File: config.mk
export PLATFORM = sky130hd
export DESIGN_NAME = approx_mult_pipe
export DESIGN_NICKNAME = d
export VERILOG_FILES = /design/src/rtl/approx_mult_pkg.sv /design/src/rtl/approx_low_rows.sv /design/src/rtl/approx_mult_pipe.sv
export SDC_FILE = /design/constraint.sdc
export NUM_CORES = 1
export LEC_CHECK = 0
export BUFFER_PORTS_ARGS = -buffer_cell sky130_fd_sc_hd__buf_2
export CORE_AREA = 2 2 80 158
export CTS_CLUSTER_SIZE = 28
export DETAILED_ROUTE_END_ITERATION = 16
export DIE_AREA = 0 0 82 160
export GPL_TIMING_DRIVEN = 0
export PLACE_DENSITY_LB_ADDON = 0.1
export RECOVER_POWER = 25
export SLEW_MARGIN = 20
export SYNTH_ARGS = -nofsm -noshare
export SYNTH_HDL_FRONTEND = slang
export SYNTH_SLANG_ARGS = --single-unit
export TNS_END_PERCENT = 50
File: constraint.sdc
create_clock -name clk -period 3.1 [get_ports clk]
set_clock_uncertainty 0.15 [all_clocks]
set_input_delay 0.465 -clock clk [delete_from_list [all_inputs] [get_ports clk]]
set_output_delay 0.465 -clock clk [all_outputs]
set_load 0.005 [all_outputs]
File: src/rtl/approx_mult_pkg.sv
// Shared types and arithmetic for the approximate multiplier datapath.
// Latency: n/a (types and a pure function only).
// Backpressure: n/a.
package approx_mult_pkg;

  // Per-transaction arithmetic mode carried alongside the operands.
  typedef enum logic {
    MODE_EXACT  = 1'b0,
    MODE_APPROX = 1'b1
  } mode_e;

  // Widest operand the shared helper supports; callers truncate the result
  // to their own 2N-bit product width.
  localparam int MAX_N = 32;

  // Approximate low contribution A for the low L partial-product rows of
  // x*y. Rows are OR-combined in pairs (2k, 2k+1) column by column; an odd
  // trailing row passes through unchanged. Columns below T are dropped and
  // the surviving bits of every pair are summed with their column weight.
  // n, l and t must be elaboration-time constants when used in hardware.
  function automatic logic [2*MAX_N-1:0] approx_low_sum(
    input int                 n,
    input int                 l,
    input int                 t,
    input logic [MAX_N-1:0]   x,
    input logic [MAX_N-1:0]   y
  );
    logic [2*MAX_N-1:0] acc;
    logic [MAX_N-1:0]   xs;
    logic [MAX_N-1:0]   ys;
    logic               b;
    acc = '0;
    for (int i = 0; i < MAX_N; i += 2) begin
      if (i < l) begin
        xs = x >> i;
        for (int c = 0; c < 2 * MAX_N; c++) begin
          b = 1'b0;
          if ((c >= t) && (c < 2 * n)) begin
            // Even row of the pair: pp_i[c-i]
            if ((c - i >= 0) && (c - i < n)) begin
              ys = y >> (c - i);
              b  = b | (xs[0] & ys[0]);
            end
            // Odd row of the pair, absent when L is odd and i is the last row
            if ((i + 1 < l) && (c - i - 1 >= 0) && (c - i - 1 < n)) begin
              ys = y >> (c - i - 1);
              b  = b | (xs[1] & ys[0]);
            end
          end
          acc = acc + ({{(2*MAX_N-1){1'b0}}, b} << c);
        end
      end
    end
    return acc;
  endfunction

endpackage

File: src/rtl/approx_low_rows.sv
// Low-row generator: approximate contribution A and exact low sum y*x[L-1:0].
// Latency: combinational, zero cycles.
// Backpressure: none; the caller registers the selected result.
module approx_low_rows
  import approx_mult_pkg::*;
#(
  parameter int N = 8,
  parameter int L = 4,
  parameter int T = 8
) (
  input  logic [L-1:0]   x_lo,
  input  logic [N-1:0]   y,
  output logic [2*N-1:0] approx_lo,
  output logic [2*N-1:0] exact_lo
);

  logic [MAX_N-1:0] x_ext;
  logic [MAX_N-1:0] y_ext;

  // Zero-extend operands to the helper width, then form both low sums.
  always_comb begin
    x_ext          = '0;
    y_ext          = '0;
    x_ext[L-1:0]   = x_lo;
    y_ext[N-1:0]   = y;
    approx_lo      = (2*N)'(approx_low_sum(N, L, T, x_ext, y_ext));
    exact_lo       = {{N{1'b0}}, y} * {{(2*N-L){1'b0}}, x_lo};
  end

endmodule

File: src/rtl/approx_mult_pipe.sv
// Pipelined N x N unsigned multiplier, exact or truncate-and-OR approximate per transaction.
// Latency: STAGES cycles from input handshake to out_valid; one result per cycle.
// Backpressure: every stage stalls together while out_valid & ~out_ready; in_ready is that enable.
module approx_mult_pipe
  import approx_mult_pkg::*;
#(
  parameter int N      = 8,
  parameter int L      = 4,
  parameter int T      = 8,
  parameter int STAGES = 2,
  parameter int CNT_W  = 16
) (
  input  logic             clk,
  input  logic             rst,
  input  logic             in_valid,
  output logic             in_ready,
  input  logic [N-1:0]     in_x,
  input  logic [N-1:0]     in_y,
  input  logic             in_mode,
  output logic             out_valid,
  input  logic             out_ready,
  output logic [2*N-1:0]   out_z,
  output logic             out_mode,
  output logic [CNT_W-1:0] approx_cnt
);

  // One pipeline slot. Stage 1 keeps the high product and low sum apart so
  // the wide final add lands in stage 2; from there on lo is always zero and
  // hi carries the finished product.
  typedef struct packed {
    logic           vld;
    mode_e          mode;
    logic [2*N-1:0] hi;
    logic [2*N-1:0] lo;
  } stage_t;

  localparam logic [CNT_W-1:0] CNT_MAX = '1;
  localparam logic [CNT_W-1:0] CNT_ONE = {{(CNT_W-1){1'b0}}, 1'b1};

  stage_t           stg_q [STAGES];
  stage_t           stg_d [STAGES];
  logic [CNT_W-1:0] cnt_q;
  logic [CNT_W-1:0] cnt_d;

  logic             en;
  logic             accept;
  logic [2*N-1:0]   hi_prod;
  logic [2*N-1:0]   lo_exact;
  logic [2*N-1:0]   lo_approx;
  logic [2*N-1:0]   lo_sel;

  approx_low_rows #(
    .N (N),
    .L (L),
    .T (T)
  ) u_low_rows (
    .x_lo      (in_x[L-1:0]),
    .y         (in_y),
    .approx_lo (lo_approx),
    .exact_lo  (lo_exact)
  );

  // A single global enable keeps bubbles in place and stalls every stage at once.
  assign out_valid  = stg_q[STAGES-1].vld;
  assign out_mode   = stg_q[STAGES-1].mode;
  assign out_z      = stg_q[STAGES-1].hi;
  assign en         = out_ready | ~out_valid;
  assign in_ready   = en;
  assign accept     = in_valid & en;
  assign approx_cnt = cnt_q;

  // High rows are always exact; the low rows follow the transaction's mode.
  always_comb begin
    hi_prod = ({{N{1'b0}}, in_y} * {{(N+L){1'b0}}, in_x[N-1:L]}) << L;
    lo_sel  = in_mode ? lo_approx : lo_exact;
  end

  // Next-state of the pipeline: load stage 1 on enable, shift and add downstream.
  always_comb begin
    for (int s = 0; s < STAGES; s++) begin
      stg_d[s] = stg_q[s];
    end
    if (en) begin
      stg_d[0].vld = in_valid;
      // Operand data is captured only on a real handshake; bubbles keep stale data.
      if (in_valid) begin
        stg_d[0].mode = mode_e'(in_mode);
        if (STAGES == 1) begin
          stg_d[0].hi = hi_prod + lo_sel;
          stg_d[0].lo = '0;
        end else begin
          stg_d[0].hi = hi_prod;
          stg_d[0].lo = lo_sel;
        end
      end
      for (int s = 1; s < STAGES; s++) begin
        stg_d[s].vld  = stg_q[s-1].vld;
        stg_d[s].mode = stg_q[s-1].mode;
        stg_d[s].hi   = stg_q[s-1].hi + stg_q[s-1].lo;
        stg_d[s].lo   = '0;
      end
    end
  end

  // Saturating count of accepted approximate transactions.
  always_comb begin
    cnt_d = cnt_q;
    if (accept && in_mode && (cnt_q != CNT_MAX)) begin
      cnt_d = cnt_q + CNT_ONE;
    end
  end

  // State registers; reset drops everything in flight.
  always_ff @(posedge clk) begin
    if (rst) begin
      for (int s = 0; s < STAGES; s++) begin
        stg_q[s] <= '0;
      end
      cnt_q <= '0;
    end else begin
      for (int s = 0; s < STAGES; s++) begin
        stg_q[s] <= stg_d[s];
      end
      cnt_q <= cnt_d;
    end
  end

endmodule
==> flow_metrics.env <==
export IMPL_p_leak_uw=0.00252
export IMPL_core_sq_um=12000
export IMPL_tritoncts="built"
export IMPL_finalMaxSlewViolations=0
export IMPL_cp_max_fo=8
export IMPL_areaGrowthSynthToFinish_pct=21.7
export IMPL_fin_crit_sh_pct=98.1
export IMPL_drt_iter0_markers=157
export IMPL_ios=56
export IMPL_critPathArrivalTime_ns=3.08
export IMPL_layout_commonest_cell="nand2_1"
export IMPL_seq_area_frac_synth_pct=25.9
export IMPL_finalSetupTns_ns=0
export IMPL_port_buffer_count=55
export IMPL_max_slew_margin_rel_pct=57.8
export IMPL_route_detailed_drc=0
export IMPL_initial_core_util_pct=38.7
export IMPL_critPathLaunchType="primary input"
export IMPL_multiInputGateArea_sq_um=3300
export IMPL_worst_hold_slack_ns=0.297
export IMPL_cts_sinks=60
export IMPL_rsz0062_at_grt="true"
export IMPL_grt_pass1_wl_um=19700
export IMPL_gr_total_overflow=0
export IMPL_gp_congestion=0.791
export IMPL_die_area_sq_um=13100
export IMPL_synth_area_sq_um=4640
export IMPL_drt_pass1_iterations=4
export IMPL_n_antenna_cell=0
export IMPL_layout_drive_gt1_share_pct=20.0
export IMPL_outcome="complete, no violations"
export IMPL_dp_hpwl_um=9250
export IMPL_grt_max_degree=11
export IMPL_peakVddDrop_uv=397
export IMPL_maxCapViolations=0
export IMPL_hold_viol=0
export IMPL_yosys_warnings=0
export IMPL_critPathRequiredTime_ns=3.14
export IMPL_cts_buffers=9
export IMPL_finalSetupViolCount=0
export IMPL_clockBufferDepth=2
export IMPL_routed_via_density=5.08
export IMPL_postCtsHoldBufs=0
export IMPL_crit_type="in -> reg"
export IMPL_routedWlPerCell_um=15.1
export IMPL_clock_latency_ns=0.33
export IMPL_synthFlopType="dfxtp_1"
export IMPL_finalWirelength_um=11800
export IMPL_num_fill_cells=1222
export IMPL_cts_htree_levels=3
export IMPL_layout_min_cycle_time_ns=3.04
export IMPL_critPathCaptureType="register"
export IMPL_seqCellArea_sq_um=1200
export IMPL_synthArstFlopShare_pct=0
export IMPL_hold_class="reg -> reg"
export IMPL_grt_pass1_vias=4092
export IMPL_rows=57
export IMPL_yosys_register_bits=60
export IMPL_power_per_cell_area_nw_per_um2=478
export IMPL_final_cell_mix="nand2_1, dfxtp_1, a21oi_1"
export IMPL_route_vias_total=3973
export IMPL_die_h_um=160
export IMPL_antenna_found_initial=0
export IMPL_syn_area_per_cell_sq_um=8.28
export IMPL_syn_nets=652
export IMPL_max_freq_mhz=329
export IMPL_clock_root_buffer="clkbuf_16"
export IMPL_syn_inst=560
export IMPL_synth_cell_types=51
export IMPL_post_dp_cell_area_sq_um=5260
export IMPL_synth_edf_count=0
export IMPL_antenna_left=0
export IMPL_tightest_slew_ns=0.633
export IMPL_grt_usage_pct=19.5
export IMPL_clkTransAtPathRegs_ns=0.05
export IMPL_nets=723
export IMPL_final_area_sq_um=5640
export IMPL_dieWidth_um=82
==> cell usage after synthesis, types with 2 or more instances <==
cell,count,area (sq um)
a211oi_1,7,52.6
a21o_1,5,37.5
a21oi_1,48,240
a22o_1,2,17.5
a31oi_1,3,18.8
and2_1,43,269
and3_1,6,37.5
buf_1,2,7.51
buf_4,17,128
clkbuf_1,12,45.0
dfxtp_1,60,1200
fa_1,25,500
ha_1,46,576
inv_1,42,158
mux2i_1,2,20.0
nand2_1,73,274
nand2b_1,4,25.0
nand3_1,9,45.0
nand3b_1,3,22.5
nand4_1,7,43.8
nor2_1,39,146
nor2b_1,6,37.5
nor3_1,7,35.0
nor4b_1,4,35.0
o211ai_1,5,37.5
o21a_1,3,22.5
o21ai_0,17,85.1
o21bai_1,3,22.5
o31a_1,2,17.5
or2_2,2,12.5
or3_1,6,37.5
xnor2_1,22,193
xor2_1,10,87.6
==> repair_timing <==
item                                    in CTS  in global routing
pin swaps                                    7                 18
hold endpoints to repair                     0                  0
setup buffers                                3                  2
cloned                                       0                  0
resized for setup                           11                 18
endpoints found under the setup margin       5                  9
==> final cells by class <==
class	count	share of cell area (%)
Multi-Input combinational cell	424	58.4
Inverter	43	2.88
Timing Repair Buffer	60	5.87
Clock buffer	13	4.61
Clock inverter	2	0.177
Sequential cell	60	21.3
Buffer	33	3.48
Tap cell	147	3.26
==> worst max-delay path: stages <==
cell and delay (ns):
buf_4 0.14, and2_1 0.18, fa_1 0.53, inv_1 0.05, fa_1 0.49, inv_2 0.05
ha_4 0.25, a21o_1 0.16, a21oi_2 0.17, nor2b_2 0.07, o31a_1 0.31, xnor2_2 0.15
a21oi_1 0.08
==> routing by layer <==
metal  global-route usage (%)  vias up  share of wire (%)  routed length, um
li1                         -     2019                  -                  -
met1                     23.9     1906                 43               5080
met2                     34.8       40                 54               6310
met3                     3.45        8                2.5                297
met4                     3.64        0               0.82                 97
met5                        0        -                  0                  0
==> registers in the layout, indices dropped and copies added, names as in the netlist <==
register and cells:
stg_q 44, approx_cnt 16
==> metrics by stage <==
step           util [%]  total power (uW)  worst slack, ns  instances
3_3_place_gp       43.9              1760           -0.459        762
3_5_place_dp       43.9              1770           -0.440        762
4_1_cts            46.6              2700         -0.00126        780
6_report           47.1              2700           0.0577        782
5_1_grt            47.1              2870          -0.0964        782
2_1_floorplan         -              1530          -0.0117        560
==> path summary, 6_finish.rpt <==
kind	start	end	slack (ns)	cells past startpoint
setup / recovery	in_x[7]	stg_q[0][30]	0.06	13
setup reg to reg	stg_q[0][4]	stg_q[0][64]	0.79	9
hold / removal	stg_q[0][57]	stg_q[0][57]	0.30	2
hold reg to reg	stg_q[0][57]	stg_q[0][57]	0.30	2
==> report_power, final <==
group / internal (uW) / switching [uW]
Combinational: 446 / 470
Sequential: 830 / 38.9
Clock: 577 / 337
Total: 1850 / 846
==> kinds of logic (layout without fill, tap and decap cells) <==
kind of cell | count (synthesis) | after routing | share of synthesized area (%)
simple gates | 214 | 214 | 22.9
mux | 2 | 2 | 0.432
flops | 60 | 60 | 25.9
buf+inv | 76 | 151 | 7.74
fa+ha+maj | 71 | 71 | 23.2
compound gates | 105 | 105 | 13.8
xor+xnor | 32 | 32 | 6.04
(Power assumes the default switching activity.)
